[src/rtl/genesys_imem_pkg.sv]
// Shared definitions for the instruction-memory read path: sequencer states and the
// opcode field that marks the final instruction of a block.
package genesys_imem_pkg;

   typedef enum logic [2:0] {
      ST_IDLE     = 3'd0,
      ST_WAIT_BLK = 3'd1,
      ST_FETCH    = 3'd2,
      ST_DRAIN    = 3'd3,
      ST_DONE     = 3'd4
   } imem_seq_state_e;

   localparam int OPCODE_LSB = 28;
   localparam int OPCODE_W   = 4;
   localparam logic [OPCODE_W-1:0] BLOCK_END_OPCODE = 4'hF;

   function automatic logic is_block_end(input logic [OPCODE_W-1:0] opcode);
      return opcode == BLOCK_END_OPCODE;
   endfunction

endpackage

[src/rtl/imem_fetch_sequencer_if.sv]
// Bus between the fetch sequencer, the instruction memory read port and the decoder.
// The master modport is the sequencer's view; the slave modport is the environment's.
interface imem_fetch_sequencer_if #(
   parameter int INST_DATA_WIDTH = 32,
   parameter int INST_ADDR_WIDTH = 10
) ();

   logic                       imem_block_ready;
   logic                       imem_rd_req;
   logic [INST_ADDR_WIDTH-1:0] imem_rd_addr;
   logic [INST_DATA_WIDTH-1:0] imem_rd_data;
   logic                       imem_rd_valid;
   logic                       imem_rd_block_done;
   logic                       inst_valid;
   logic [INST_DATA_WIDTH-1:0] inst_data;
   logic                       inst_ready;

   modport master (
      input  imem_block_ready, imem_rd_data, imem_rd_valid, inst_ready,
      output imem_rd_req, imem_rd_addr, imem_rd_block_done, inst_valid, inst_data
   );

   modport slave (
      output imem_block_ready, imem_rd_data, imem_rd_valid, inst_ready,
      input  imem_rd_req, imem_rd_addr, imem_rd_block_done, inst_valid, inst_data
   );

endinterface

[src/rtl/imem_fetch_fifo.sv]
// Show-ahead synchronous FIFO: the head word is visible on o_data whenever not empty.
// Pointers and count are reset/flushed; the storage array holds data only.
module imem_fetch_fifo #(
   parameter int DEPTH = 4,
   parameter int WIDTH = 32
) (
   input  logic                       clk,
   input  logic                       rst,
   input  logic                       i_flush,
   input  logic                       i_push,
   input  logic [WIDTH-1:0]           i_data,
   input  logic                       i_pop,
   output logic [WIDTH-1:0]           o_data,
   output logic                       o_empty,
   output logic [$clog2(DEPTH):0]     o_occ
);

   localparam int PW = $clog2(DEPTH);

   logic [WIDTH-1:0] r_mem [DEPTH];
   logic [PW-1:0]    r_wr_ptr;
   logic [PW-1:0]    r_rd_ptr;
   logic [PW:0]      r_cnt;
   logic             w_wr;
   logic             w_rd;

   assign w_wr = i_push && !i_flush && (r_cnt != (PW+1)'(DEPTH));
   assign w_rd = i_pop && !i_flush && (r_cnt != '0);

   always_ff @(posedge clk or posedge rst) begin
      if (rst) begin
         r_wr_ptr <= '0;
         r_rd_ptr <= '0;
         r_cnt    <= '0;
      end else if (i_flush) begin
         r_wr_ptr <= '0;
         r_rd_ptr <= '0;
         r_cnt    <= '0;
      end else begin
         if (w_wr) r_wr_ptr <= r_wr_ptr + PW'(1);
         if (w_rd) r_rd_ptr <= r_rd_ptr + PW'(1);
         case ({w_wr, w_rd})
            2'b10:   r_cnt <= r_cnt + (PW+1)'(1);
            2'b01:   r_cnt <= r_cnt - (PW+1)'(1);
            default: r_cnt <= r_cnt;
         endcase
      end
   end

   always_ff @(posedge clk) begin
      if (w_wr) r_mem[r_wr_ptr] <= i_data;
   end

   assign o_data  = r_mem[r_rd_ptr];
   assign o_empty = (r_cnt == '0);
   assign o_occ   = r_cnt;

endmodule

[src/rtl/imem_fetch_sequencer.sv]
// Read-side controller for the double-buffered instruction memory: fetches one block
// sequentially under FIFO credit control, stops at the block-end opcode, drains, then signals done.
module imem_fetch_sequencer
   import genesys_imem_pkg::*;
#(
   parameter int INST_DATA_WIDTH = 32,
   parameter int INST_ADDR_WIDTH = 10,
   parameter int FIFO_DEPTH      = 4
) (
   input  logic                   clk,
   input  logic                   reset,
   input  logic                   start,
   input  logic                   genesys_done,
   imem_fetch_sequencer_if.master bus,
   output logic                   busy,
   output logic                   addr_overflow,
   output logic [15:0]            blocks_done
);

   localparam int CW = $clog2(FIFO_DEPTH) + 1;
   localparam logic [INST_ADDR_WIDTH-1:0] ADDR_MAX = '1;

   imem_seq_state_e             r_state;
   imem_seq_state_e             w_next;
   logic [INST_ADDR_WIDTH-1:0]  r_addr;
   logic                        r_end_seen;
   logic                        r_outstanding;
   logic                        r_overflow;
   logic [15:0]                 r_blocks_done;

   logic                        w_abort;
   logic                        w_enter_fetch;
   logic                        w_credit_ok;
   logic                        w_req;
   logic                        w_push;
   logic                        w_end_word;
   logic                        w_pop;
   logic                        w_empty;
   logic [CW-1:0]               w_occ;
   logic [INST_DATA_WIDTH-1:0]  w_head;

   assign w_abort = genesys_done &&
                    (r_state == ST_WAIT_BLK || r_state == ST_FETCH || r_state == ST_DRAIN);
   assign w_enter_fetch = (r_state == ST_WAIT_BLK) && (w_next == ST_FETCH);

   // A read in flight already owns a FIFO slot, so it counts against the credit.
   assign w_credit_ok = (w_occ + CW'(r_outstanding)) < CW'(FIFO_DEPTH);
   assign w_req       = (r_state == ST_FETCH) && !r_end_seen && !w_abort && w_credit_ok;
   assign w_push      = bus.imem_rd_valid && (r_state == ST_FETCH) && !r_end_seen && !w_abort;
   assign w_end_word  = w_push && is_block_end(bus.imem_rd_data[OPCODE_LSB +: OPCODE_W]);
   assign w_pop       = !w_empty && bus.inst_ready;

   imem_fetch_fifo #(
      .DEPTH (FIFO_DEPTH),
      .WIDTH (INST_DATA_WIDTH)
   ) u_fifo (
      .clk     (clk),
      .rst     (reset),
      .i_flush (w_abort),
      .i_push  (w_push),
      .i_data  (bus.imem_rd_data),
      .i_pop   (w_pop),
      .o_data  (w_head),
      .o_empty (w_empty),
      .o_occ   (w_occ)
   );

   always_ff @(posedge clk or posedge reset) begin
      if (reset) r_state <= ST_IDLE;
      else       r_state <= w_next;
   end

   always_comb begin
      w_next = r_state;
      case (r_state)
         ST_IDLE:     if (start && !genesys_done) w_next = ST_WAIT_BLK;
         ST_WAIT_BLK: if (w_abort) w_next = ST_IDLE;
                      else if (bus.imem_block_ready) w_next = ST_FETCH;
         ST_FETCH:    if (w_abort) w_next = ST_IDLE;
                      else if (r_end_seen && !r_outstanding) w_next = ST_DRAIN;
         ST_DRAIN:    if (w_abort) w_next = ST_IDLE;
                      else if (w_empty) w_next = ST_DONE;
         ST_DONE:     w_next = genesys_done ? ST_IDLE : ST_WAIT_BLK;
         default:     w_next = ST_IDLE;
      endcase
   end

   always_ff @(posedge clk or posedge reset) begin
      if (reset) begin
         r_addr        <= '0;
         r_end_seen    <= 1'b0;
         r_outstanding <= 1'b0;
         r_overflow    <= 1'b0;
         r_blocks_done <= '0;
      end else begin
         if (w_enter_fetch) begin
            r_addr        <= '0;
            r_end_seen    <= 1'b0;
            r_outstanding <= 1'b0;
         end else begin
            // The last address never wraps: it closes the block and flags the overflow.
            if (w_req) begin
               if (r_addr == ADDR_MAX) begin
                  r_end_seen <= 1'b1;
                  r_overflow <= 1'b1;
               end else begin
                  r_addr <= r_addr + INST_ADDR_WIDTH'(1);
               end
            end
            if (w_end_word) r_end_seen <= 1'b1;
            if (w_abort)                r_outstanding <= 1'b0;
            else if (w_req)             r_outstanding <= 1'b1;
            else if (bus.imem_rd_valid) r_outstanding <= 1'b0;
         end
         if (r_state == ST_DONE) r_blocks_done <= r_blocks_done + 16'd1;
      end
   end

   always_comb begin
      bus.imem_rd_req        = w_req;
      bus.imem_rd_addr       = r_addr;
      bus.imem_rd_block_done = (r_state == ST_DONE);
      bus.inst_valid         = !w_empty;
      bus.inst_data          = w_empty ? '0 : w_head;
      busy                   = (r_state != ST_IDLE);
      addr_overflow          = r_overflow;
      blocks_done            = r_blocks_done;
   end

endmodule
[src/flat_wrapper.sv]
// flat-port wrapper written by rule: the top's interface ports become plain ports
module imem_fetch_sequencer_flat import genesys_imem_pkg::*;
#(
   parameter int INST_DATA_WIDTH = 32,
   parameter int INST_ADDR_WIDTH = 10,
   parameter int FIFO_DEPTH      = 4
)
  (clk, reset, start, genesys_done, busy, addr_overflow, blocks_done, bus_imem_block_ready, bus_imem_rd_data, bus_imem_rd_valid, bus_inst_ready, bus_imem_rd_req, bus_imem_rd_addr, bus_imem_rd_block_done, bus_inst_valid, bus_inst_data);
  imem_fetch_sequencer_if #(.INST_DATA_WIDTH(INST_DATA_WIDTH), .INST_ADDR_WIDTH(INST_ADDR_WIDTH)) bus_i ();
  input  logic clk;
  input  logic reset;
  input  logic start;
  input  logic genesys_done;
  output logic busy;
  output logic addr_overflow;
  output logic [15:0] blocks_done;
  input wire logic [$bits(bus_i.imem_block_ready)-1:0] bus_imem_block_ready;
  input wire logic [$bits(bus_i.imem_rd_data)-1:0] bus_imem_rd_data;
  input wire logic [$bits(bus_i.imem_rd_valid)-1:0] bus_imem_rd_valid;
  input wire logic [$bits(bus_i.inst_ready)-1:0] bus_inst_ready;
  output wire logic [$bits(bus_i.imem_rd_req)-1:0] bus_imem_rd_req;
  output wire logic [$bits(bus_i.imem_rd_addr)-1:0] bus_imem_rd_addr;
  output wire logic [$bits(bus_i.imem_rd_block_done)-1:0] bus_imem_rd_block_done;
  output wire logic [$bits(bus_i.inst_valid)-1:0] bus_inst_valid;
  output wire logic [$bits(bus_i.inst_data)-1:0] bus_inst_data;
  assign bus_i.imem_block_ready = bus_imem_block_ready;
  assign bus_i.imem_rd_data = bus_imem_rd_data;
  assign bus_i.imem_rd_valid = bus_imem_rd_valid;
  assign bus_i.inst_ready = bus_inst_ready;
  assign bus_imem_rd_req = bus_i.imem_rd_req;
  assign bus_imem_rd_addr = bus_i.imem_rd_addr;
  assign bus_imem_rd_block_done = bus_i.imem_rd_block_done;
  assign bus_inst_valid = bus_i.inst_valid;
  assign bus_inst_data = bus_i.inst_data;
  imem_fetch_sequencer #(.INST_DATA_WIDTH(INST_DATA_WIDTH), .INST_ADDR_WIDTH(INST_ADDR_WIDTH), .FIFO_DEPTH(FIFO_DEPTH)) u_core (.clk(clk), .reset(reset), .start(start), .genesys_done(genesys_done), .bus(bus_i), .busy(busy), .addr_overflow(addr_overflow), .blocks_done(blocks_done));
endmodule
[config.mk]
export PLATFORM = sky130hd
export DESIGN_NAME = imem_fetch_sequencer_flat
export DESIGN_NICKNAME = d
export VERILOG_FILES = /design/src/rtl/genesys_imem_pkg.sv /design/src/rtl/imem_fetch_sequencer_if.sv /design/src/rtl/imem_fetch_fifo.sv /design/src/rtl/imem_fetch_sequencer.sv /design/src/flat_wrapper.sv
export SDC_FILE = /design/constraint.sdc
export NUM_CORES = 1
export LEC_CHECK = 0
export BUFFER_PORTS_ARGS = -buffer_cell sky130_fd_sc_hd__buf_2
export CAP_MARGIN = 20
export CORE_ASPECT_RATIO = 0.8
export CORE_MARGIN = 8
export CORE_UTILIZATION = 55
export CTS_BUF_LIST = sky130_fd_sc_hd__clkbuf_2
export CTS_CLUSTER_DIAMETER = 200
export DETAILED_ROUTE_END_ITERATION = 8
export GPL_TIMING_DRIVEN = 0
export PLACE_DENSITY = 0.77
export SLEW_MARGIN = 20
export SYNTH_ARGS = -nofsm -noshare
export SYNTH_HDL_FRONTEND = slang
export SYNTH_SLANG_ARGS = --single-unit
[constraint.sdc]
create_clock -name clk -period 3.97 [get_ports clk]
set_input_delay 0 -clock clk [delete_from_list [all_inputs] [get_ports clk]]
set_output_delay 0 -clock clk [all_outputs]
set_load 0.005 [all_outputs]
==> impl_metrics.yaml, run 1 <==
worst_setup_path:
  critPathMaxStageDelay_ps: 570
  worst-r2r-setup-slack_ps: 920
  crit_path_cell_trace: "buf_6 -> or4b_4 -> nor3b_2 -> a21boi_1 -> buf_2 -> nor3_1 -> fa_1 -> nor3_1 -> a311oi_1 -> a211oi_1"
  cp-start-kind: "flip-flop"
  crit_arrival_ps: 3660
  r2r-start: "u_core.r_state[0]"
  r2r_cells: 10
  r2r_end: "u_core.u_fifo.o_occ[2]"
  crit_slowest_cell: "or4b_4"
  required_ps: 4570
  path_common_cell: "nor3_1"
  cp-end-kind: "flip-flop"
  crit_fanout: 10
  critical_path_class: "reg2reg"
cts:
  clock_path_buffers: 2
  cts_tree: "built"
  clkTransAtPathRegs_ps: 230
  numCtsBuffers: 17
  cts_sinks: 167
  clockRootBuffer: "clkbuf_2"
  cts_setup_buffers: 0
  htreeDepth: 4
  clock_latency_ps: 680
floorplanning:
  rows: 36
  die_h_um: 116.0
  ios: 102
  dieArea_um2: 16350
  die_w_um: 141.0
  core_um2: 12210
  start_util: 0.5630
place:
  dpl.hpwl_um: 9357
  io_buffer_count: 101
  routabilityCongestion: 0.8027
layout:
  mostFrequentLayoutCells: "edfxtp_1, buf_2, dlygate4sd3_1"
  final_common_cell: "edfxtp_1"
  fin_nets: 620
  area_growth_syn_to_layout_pct: 21.10
  antenna_cells: 0
  drive_gt1_frac: 0.3237
detailed_routing:
  via_per_inst: 5.405
  firstDrtPassIters: 4
  wl_per_cell_um: 18.36
  initialDrtViolationCount: 371
  vias: 4097
  antenna_left: 0
  route.detailed.drc: 0
  routed_wl_um: 13920
timing:
  fin_crit_sh: 0.7684
  setup_violations: 0
  fmax_mhz: 327.8
  max_slew_margin: 0.4447
  slew_viol_final: 0
  hold_viol: 0
  rsz0062_at_grt: "false"
  tightest_slew_ps: 832.9
  finClkSkew_ps: 40.60
  period_minus_slack_ps: 3051
  finalSetupTns_ps: 0
hold_path:
  hold_class: "in2reg"
  worstHoldPathCells: 2
  hold_end: "u_core.u_fifo.r_mem[1][9]"
  holdCritStartpoint: "bus_imem_rd_data[9]"
synth:
  synth_edf_count: 128
  ys.flop_type: "edfxtp_1"
  postSynthCellCount: 406
  synth_area_um2: 6873
  yosysSeqAreaShare: 0.7013
  synth.avg_cell_area_um2: 16.93
  ys_types: 49
  yosysWarnings: 0
  synth_seq_cells: 167
  syn_nets: 452
  synthArstFlopShare: 0.2335
job:
  cap_violations: 0
power:
  p_total_mw: 3.956
  p_leak_nw: 3.212
  ir_drop_mv: 0.3204
  p_per_area_nw_per_um2: 475.3
global_route:
  overflow: 0
  grt_pass1_wl_um: 22730
  antenna_found_initial: 0
  grt_max_degree: 35
  grtUsageTotal: 0.1800
  grt_pass1_vias: 4313
outcome:
  status: "completed"
## area by class of cell
| class | instances | area [um^2] |
|---|---|---|
| Buffer | 16 | 72.57 |
| Inverter | 10 | 37.54 |
| Clock buffer | 22 | 110.1 |
| Multi-Input combinational cell | 213 | 1953 |
| Clock inverter | 10 | 57.56 |
| Sequential cell | 167 | 4820 |
| Timing Repair Buffer | 149 | 1059 |
| Tap cell | 171 | 214.0 |
| Fill cell | 870 | 3884 |
## sequential cells by signal, indices dropped and copies added (netlist names)
name,count
u_core.u_fifo.r_mem,128
u_core.blocks_done,16
u_core.bus.imem_rd_addr,10
u_core.r_state,3
u_core.u_fifo.o_occ,3
u_core.u_fifo.r_rd_ptr,2
u_core.u_fifo.r_wr_ptr,2
u_core.addr_overflow,1
u_core.r_end_seen,1
u_core.r_outstanding,1
## per-layer routing
| metal | share of wire | GRT usage | vias to the layer above |
|---|---|---|---|
| met5 | 0 | 0 | - |
| met4 | 0.0088 | 0.05929 | 0 |
| met3 | 0.046 | 0.03541 | 9 |
| met2 | 0.52 | 0.3003 | 102 |
| met1 | 0.43 | 0.2350 | 2093 |
| li1 | - | - | 1893 |
## stage by stage
stage          utilization  area, um^2  instances  hold slack [ps]  setup slack (ps)
2_1_floorplan            -        6873        406            98.87              1063
3_3_place_gp        0.6220        7592        678            210.4             374.4
3_5_place_dp        0.6324        7720        683           -101.5             987.1
4_1_cts             0.6814        8318        758            1.101             825.2
5_1_grt             0.6818        8323        758            20.07             669.8
6_report            0.6818        8323        758            54.86             919.3
## Yosys cell counts, types with 5 or more instances
cell      instances  area [um^2]
a21oi_1           7        35.03
and2_1           37        231.5
and3_1            5        31.28
clkbuf_1         10        37.54
dfrtp_1          39        975.9
edfxtp_1        128         3844
ha_1              6        75.07
inv_1             9        33.78
mux4_2           32        720.7
nand2_1          13        48.80
nand3_1          13        65.06
nand4_1           6        37.54
nor2_1           16        60.06
nor3_1            5        25.02
xnor2_1          12        105.1
xor2_1           11        96.34
## critical path, delay by kind of cell (launching register included)
family / cells / cell delay (ps)
AND/OR/NAND/NOR: 4 / 1190
AO/OA/AOI/OAI: 3 / 530
adder cells (fa/ha/maj): 1 / 450
flip-flops: 1 / 430
buffers and inverters: 2 / 390
## power breakdown
group          leakage [nW]  switching, mW  internal, mW  total [mW]
clock                 0.127          0.553         0.170       0.723
combinational          1.40          0.601         0.639        1.24
sequential             1.68         0.0595          1.93        1.99
total                  3.21           1.21          2.74        3.96
## what timing repair did
action	in CTS	in global routing
hold buffers	43	0
hold endpoints to repair	185	0
gates resized for setup	0	0
## kinds of logic (layout without fill, tap and decap cells)
logic type | count (synthesis) | count (layout) | share of synthesized area
fa+ha+maj | 7 | 7 | 0.01384
mux | 36 | 36 | 0.1109
compound gates | 28 | 28 | 0.02858
flops | 167 | 167 | 0.7013
xor+xnor | 23 | 23 | 0.02931
simple gates | 119 | 119 | 0.1001
buf+inv | 26 | 207 | 0.01602
## worst max-delay path by stage
stage                     depth (start not counted)                      start  slack [ps]                          to
after floorplan                                   6          u_core.r_state[0]        1060   u_core.u_fifo.r_mem[0][0]
after global routing                              5  u_core.u_fifo.r_rd_ptr[0]         670           bus_inst_data[23]
after detailed placement                         10          u_core.r_state[0]         990      u_core.u_fifo.o_occ[2]
after global placement                            6          u_core.r_state[0]         370  u_core.u_fifo.r_mem[0][24]
after CTS                                         5  u_core.u_fifo.r_rd_ptr[0]         830           bus_inst_data[29]
final                                            10          u_core.r_state[0]         920      u_core.u_fifo.o_occ[2]
Power figures use the tool's default switching activity.
==> run 2, diff against run 1 <==
clock period = 3 ns   (was 3.97 ns; I/O delays follow)
==> run 2 against run 1 <==
Compared with the run above:
- core utilization increased by 0.22 points
- sequential power is 34% higher
- combinational power grew 31%
- cell count is the same
- critical path type unchanged
- largest cell class unchanged
==> impl_metrics.yaml, run 2 (same netlist as run 1, synthesis figures left out) <==
outcome:
  status: "completed"
cts:
  htreeDepth: 4
  cts_tree: "built"
  cts_sinks: 167
  clock_path_buffers: 2
  clock_latency_ps: 680
  clockRootBuffer: "clkbuf_2"
  clkTransAtPathRegs_ps: 230
  numCtsBuffers: 17
power:
  ir_drop_mv: 0.4241
  p_leak_nw: 3.218
  p_per_area_nw_per_um2: 628.4
global_route:
  overflow: 0
  grt_pass1_wl_um: 22770
  antenna_found_initial: 0
  grt_max_degree: 35
  grtUsageTotal: 0.1804
  grt_pass1_vias: 4309
layout:
  drive_gt1_frac: 0.3305
  fin_nets: 620
  largest_reg_flops: 128
  top_register: "u_core.u_fifo.r_mem"
  area_growth_syn_to_layout_pct: 21.48
  final_area_um2: 8349
  fin_util: 0.6840
  mostFrequentLayoutCells: "edfxtp_1, buf_2, dlygate4sd3_1"
  final_common_cell: "edfxtp_1"
  antenna_cells: 0
worst_setup_path:
  crit_end: "u_core.u_fifo.r_mem[3][13]"
  r2r-start: "u_core.r_state[0]"
  r2r_end: "u_core.u_fifo.r_mem[3][13]"
  r2r_cells: 7
  required_ps: 3390
  cp-end-kind: "flip-flop"
  critical_path_class: "reg2reg"
  cp-start-kind: "flip-flop"
  crit_start: "u_core.r_state[0]"
  crit_arrival_ps: 3210
  crit_fanout: 17
  worst-r2r-setup-slack_ps: 170
hold_path:
  worstHoldPathCells: 2
  hold_class: "in2reg"
job:
  cap_violations: 0
timing:
  max_slew_margin: 0.5286
  slew_viol_final: 0
  rsz0062_at_grt: "false"
  finClkSkew_ps: 37.58
  fin_crit_sh: 0.9423
  hold_viol: 0
  tightest_slew_ps: 707.2
  period_minus_slack_ps: 2827
  setup_violations: 0
  fmax_mhz: 353.8
detailed_routing:
  antenna_left: 0
  vias: 4127
  initialDrtViolationCount: 349
  wl_per_cell_um: 18.41
  routed_wl_um: 13950
  via_per_inst: 5.445
  route.detailed.drc: 0
  firstDrtPassIters: 4
place:
  io_buffer_count: 101
  dpl_cell_area_um2: 7720
  dpl.hpwl_um: 9357
  routabilityCongestion: 0.8027
floorplanning:
  die_w_um: 141.0
  dieArea_um2: 16350
  rows: 36
  core_um2: 12210
  die_h_um: 116.0
  start_util: 0.5630
  ios: 102
run 2: worst min-delay path by stage:
| stage | start | to | slack (ps) |
|---|---|---|---|
| finish | bus_imem_rd_data[9] | u_core.u_fifo.r_mem[1][9] | 50 |
| global route | bus_imem_rd_data[27] | u_core.u_fifo.r_mem[3][27] | 20 |
| CTS | bus_imem_rd_data[27] | u_core.u_fifo.r_mem[1][27] | 1 |
| detailed placement | reset | u_core.blocks_done[14] | -100 |
| global placement | bus_imem_rd_data[27] | u_core.u_fifo.r_mem[1][27] | 210 |
| floorplan | bus_imem_rd_data[0] | u_core.u_fifo.r_mem[0][0] | 100 |
run 2: metrics by stage:
| stage | setup WS, ps | total power [mW] | instances | hold WS [ps] | setup TNS [ps] |
|---|---|---|---|---|---|
| after floorplan | 93.25 | 3.682 | 406 | 98.87 | 0 |
| after global placement | -595.6 | 4.268 | 678 | 210.4 | -74920 |
| after detailed placement | 17.07 | 4.319 | 683 | -101.5 | 0 |
| after CTS | 5.691 | 5.306 | 758 | 1.101 | 0 |
| after global routing | 12.76 | 5.545 | 758 | 20.07 | 0 |
| final | 173.2 | 5.247 | 758 | 53.40 | 0 |
run 2: worst max-delay path: stages (launching register included):
cell and delay (ps):
dfrtp_1 430, buf_6 130, or4b_4 580, nor3b_4 240, a21boi_2 210, buf_4 200, and2_2 520, buf_16 230
run 2: final cells by class:
type | instances | area [um^2]
inverter | 10 | 37.54
multi-input combinational | 213 | 1966
clock buffer | 22 | 110.1
sequential | 167 | 4820
buffer | 15 | 78.83
fill | 864 | 3857
tap | 171 | 214.0
clock inverter | 10 | 57.56
timing repair buffer | 150 | 1066
run 2: repair_timing:
action                                  in CTS  in global routing
setup buffers                                0                  1
gates cloned                                 0                  0
endpoints found under the hold margin      185                  0
endpoints found under the setup margin      35                 40
hold buffers                                43                  0
pin swaps                                    0                  1
resized for setup                            4                  2
run 2: power breakdown:
group          switching [mW]  leakage (nW)  internal, mW
combinational           0.773          1.41         0.852
sequential              0.105          1.68          2.56
clock                   0.733         0.127         0.225
total                    1.61          3.22          3.64
run 2: metal layers:
metal	wire, um	part of all wire	global-route usage
met1	5938	0.43	0.2361
met2	7105	0.51	0.3006
met3	743	0.053	0.03541
met4	165	0.012	0.05929
met5	0	0	0
==> run 3, diff against run 2 <==
CORE_ASPECT_RATIO = unset   (was 0.8)
==> run 3 against run 2 <==
Compared with the run above:
- cell area up 4.1%
- via count grew 3.0%
- cell count rose by 4.0%
- core utilization up 1.6 points
- critical path type unchanged
- fmax down 0.31%
- largest power group unchanged
- wire length increased by 3.9%
==> impl_metrics.yaml, run 3 (same netlist as run 1, synthesis figures left out) <==
global_route:
  grt_max_degree: 26
  grt_pass1_wl_um: 23540
  antenna_found_initial: 0
  overflow: 0
  grtUsageTotal: 0.1874
  grt_pass1_vias: 4546
timing:
  fin_crit_sh: 0.9452
  setup_ws_ps: 164.3
  setup_violations: 0
  finClkSkew_ps: 27.25
  hold_viol: 0
  period_minus_slack_ps: 2836
  whs_ps: 74.65
  fmax_mhz: 352.6
  slew_viol_final: 0
  tightest_slew_ps: 655.9
  max_slew_margin: 0.5627
  rsz0062_at_grt: "false"
detailed_routing:
  routed_wl_um: 14500
  via_per_inst: 5.395
  antenna_left: 0
  route.detailed.drc: 0
  firstDrtPassIters: 4
  wl_per_cell_um: 18.40
  initialDrtViolationCount: 339
  vias: 4251
cts:
  clock_latency_ps: 690
  clock_path_buffers: 2
  clockRootBuffer: "clkbuf_2"
  htreeDepth: 4
  cts_tree: "built"
  cts_sinks: 167
  clkTransAtPathRegs_ps: 220
  numCtsBuffers: 17
outcome:
  status: "completed"
power:
  switchingPower_mw: 1.606
  p_per_area_nw_per_um2: 632.8
  p_int_mw: 3.892
  swShare: 0.2920
  seqPwrFrac: 0.481
  ir_drop_mv: 0.3044
  combPwrFrac: 0.305
  p_leak_nw: 3.351
  clock_power_share: 0.214
layout:
  regArea_um2: 4820
  fillers: 832
  final_common_cell: "edfxtp_1"
  antenna_cells: 0
  multi_input_area_um2: 1966
  area_growth_syn_to_layout_pct: 26.42
  largest_reg_flops: 128
  top_register: "u_core.u_fifo.r_mem"
  mostFrequentLayoutCells: "edfxtp_1, buf_2, dlygate4sd3_1"
  fin_nets: 649
  drive_gt1_frac: 0.3101
floorplanning:
  die_h_um: 127.8
  ios: 102
  rows: 41
  dieArea_um2: 16330
  start_util: 0.5536
  die_w_um: 127.8
  core_um2: 12410
worst_setup_path:
  critPathTopFamily: "simple AND/OR/NAND/NOR gates"
  r2r_end: "u_core.u_fifo.o_occ[2]"
  path_common_cell: "nor3_1"
  crit_path_cell_trace: "buf_6 -> or4b_4 -> nor3b_4 -> a21boi_2 -> buf_4 -> nor3_1 -> fa_2 -> nor3_1 -> a311oi_1 -> a211oi_1"
  r2r-start: "u_core.r_state[0]"
  crit_fanout: 10
  cp-end-kind: "flip-flop"
  cp-start-kind: "flip-flop"
  r2r_cells: 10
  timing.critical_path.buf_inv: 2
  critPathMaxStageDelay_ps: 580
  required_ps: 3620
  worst-r2r-setup-slack_ps: 160
  critical_path_class: "reg2reg"
  crit_arrival_ps: 3460
  crit_slowest_cell: "or4b_4"
place:
  io_buffer_count: 101
  dpl.hpwl_um: 8997
  place_ws_ps: -11.47
  routabilityCongestion: 0.8182
hold_path:
  hold_class: "in2reg"
  hold_end: "u_core.u_fifo.r_mem[1][15]"
  worstHoldPathCells: 2
  holdCritStartpoint: "bus_imem_rd_data[15]"
job:
  cap_violations: 0
## run 3: per-layer routing
metal,routed length [um],up-vias,global-route usage
li1,-,1954,-
met1,5760,2148,0.2149
met2,7718,139,0.3283
met3,892,10,0.05532
met4,129,0,0.06364
met5,0,-,0
## run 3: stage by stage
step	util	instance area [um^2]	setup TNS [ps]	cells	power, mW
floorplan	-	6873	0	406	3.682
global placement	0.6117	7594	-70050	679	4.240
detailed placement	0.6213	7714	-11.47	684	4.287
CTS	0.6964	8646	0	784	5.530
global route	0.6999	8688	0	788	5.784
finish	0.6999	8688	0	788	5.498
## run 3: worst max path at each step
stage	startpoint	end	cells past startpoint
global placement	u_core.r_state[0]	u_core.u_fifo.r_mem[1][20]	6
CTS	u_core.r_state[0]	u_core.u_fifo.o_occ[2]	10
finish	u_core.r_state[0]	u_core.u_fifo.o_occ[2]	10
global route	u_core.u_fifo.r_rd_ptr[0]	bus_inst_data[8]	5
detailed placement	u_core.r_state[0]	u_core.u_fifo.o_occ[2]	10
floorplan	u_core.r_state[0]	u_core.u_fifo.r_mem[0][0]	6
## run 3: repair_timing
action	in CTS	in global routing
gates resized for setup	4	4
hold buffers	68	3
buffers inserted	0	1
setup endpoints to repair	9	9
hold endpoints to repair	185	8
pin swaps	0	1
## run 3: power by group through the flow
stage	sequential (mW)	clock, mW	combinational, mW
after floorplan	2.67	0	1.01
after global placement	2.68	0	1.56
after detailed placement	2.69	0	1.60
after CTS	2.64	1.21	1.68
after global routing	2.65	1.30	1.83
final	2.64	1.18	1.68
## run 3: worst reg2reg max path: stages (launching register included)
cell and delay (ps):
dfrtp_1 430, buf_6 130, or4b_4 580, nor3b_4 260, a21boi_2 190, buf_4 190
nor3_1 80, fa_2 390, nor3_1 230, a311oi_1 80, a211oi_1 220
## run 3: cell type report
class                           count  share of cell area
Multi-Input combinational cell    213              0.2262
Buffer                             16            0.008785
Timing Repair Buffer              178              0.1541
Inverter                           10            0.004320
Clock inverter                     12             0.01555
Tap cell                          172             0.02477
Clock buffer                       20             0.01152
Sequential cell                   167              0.5547
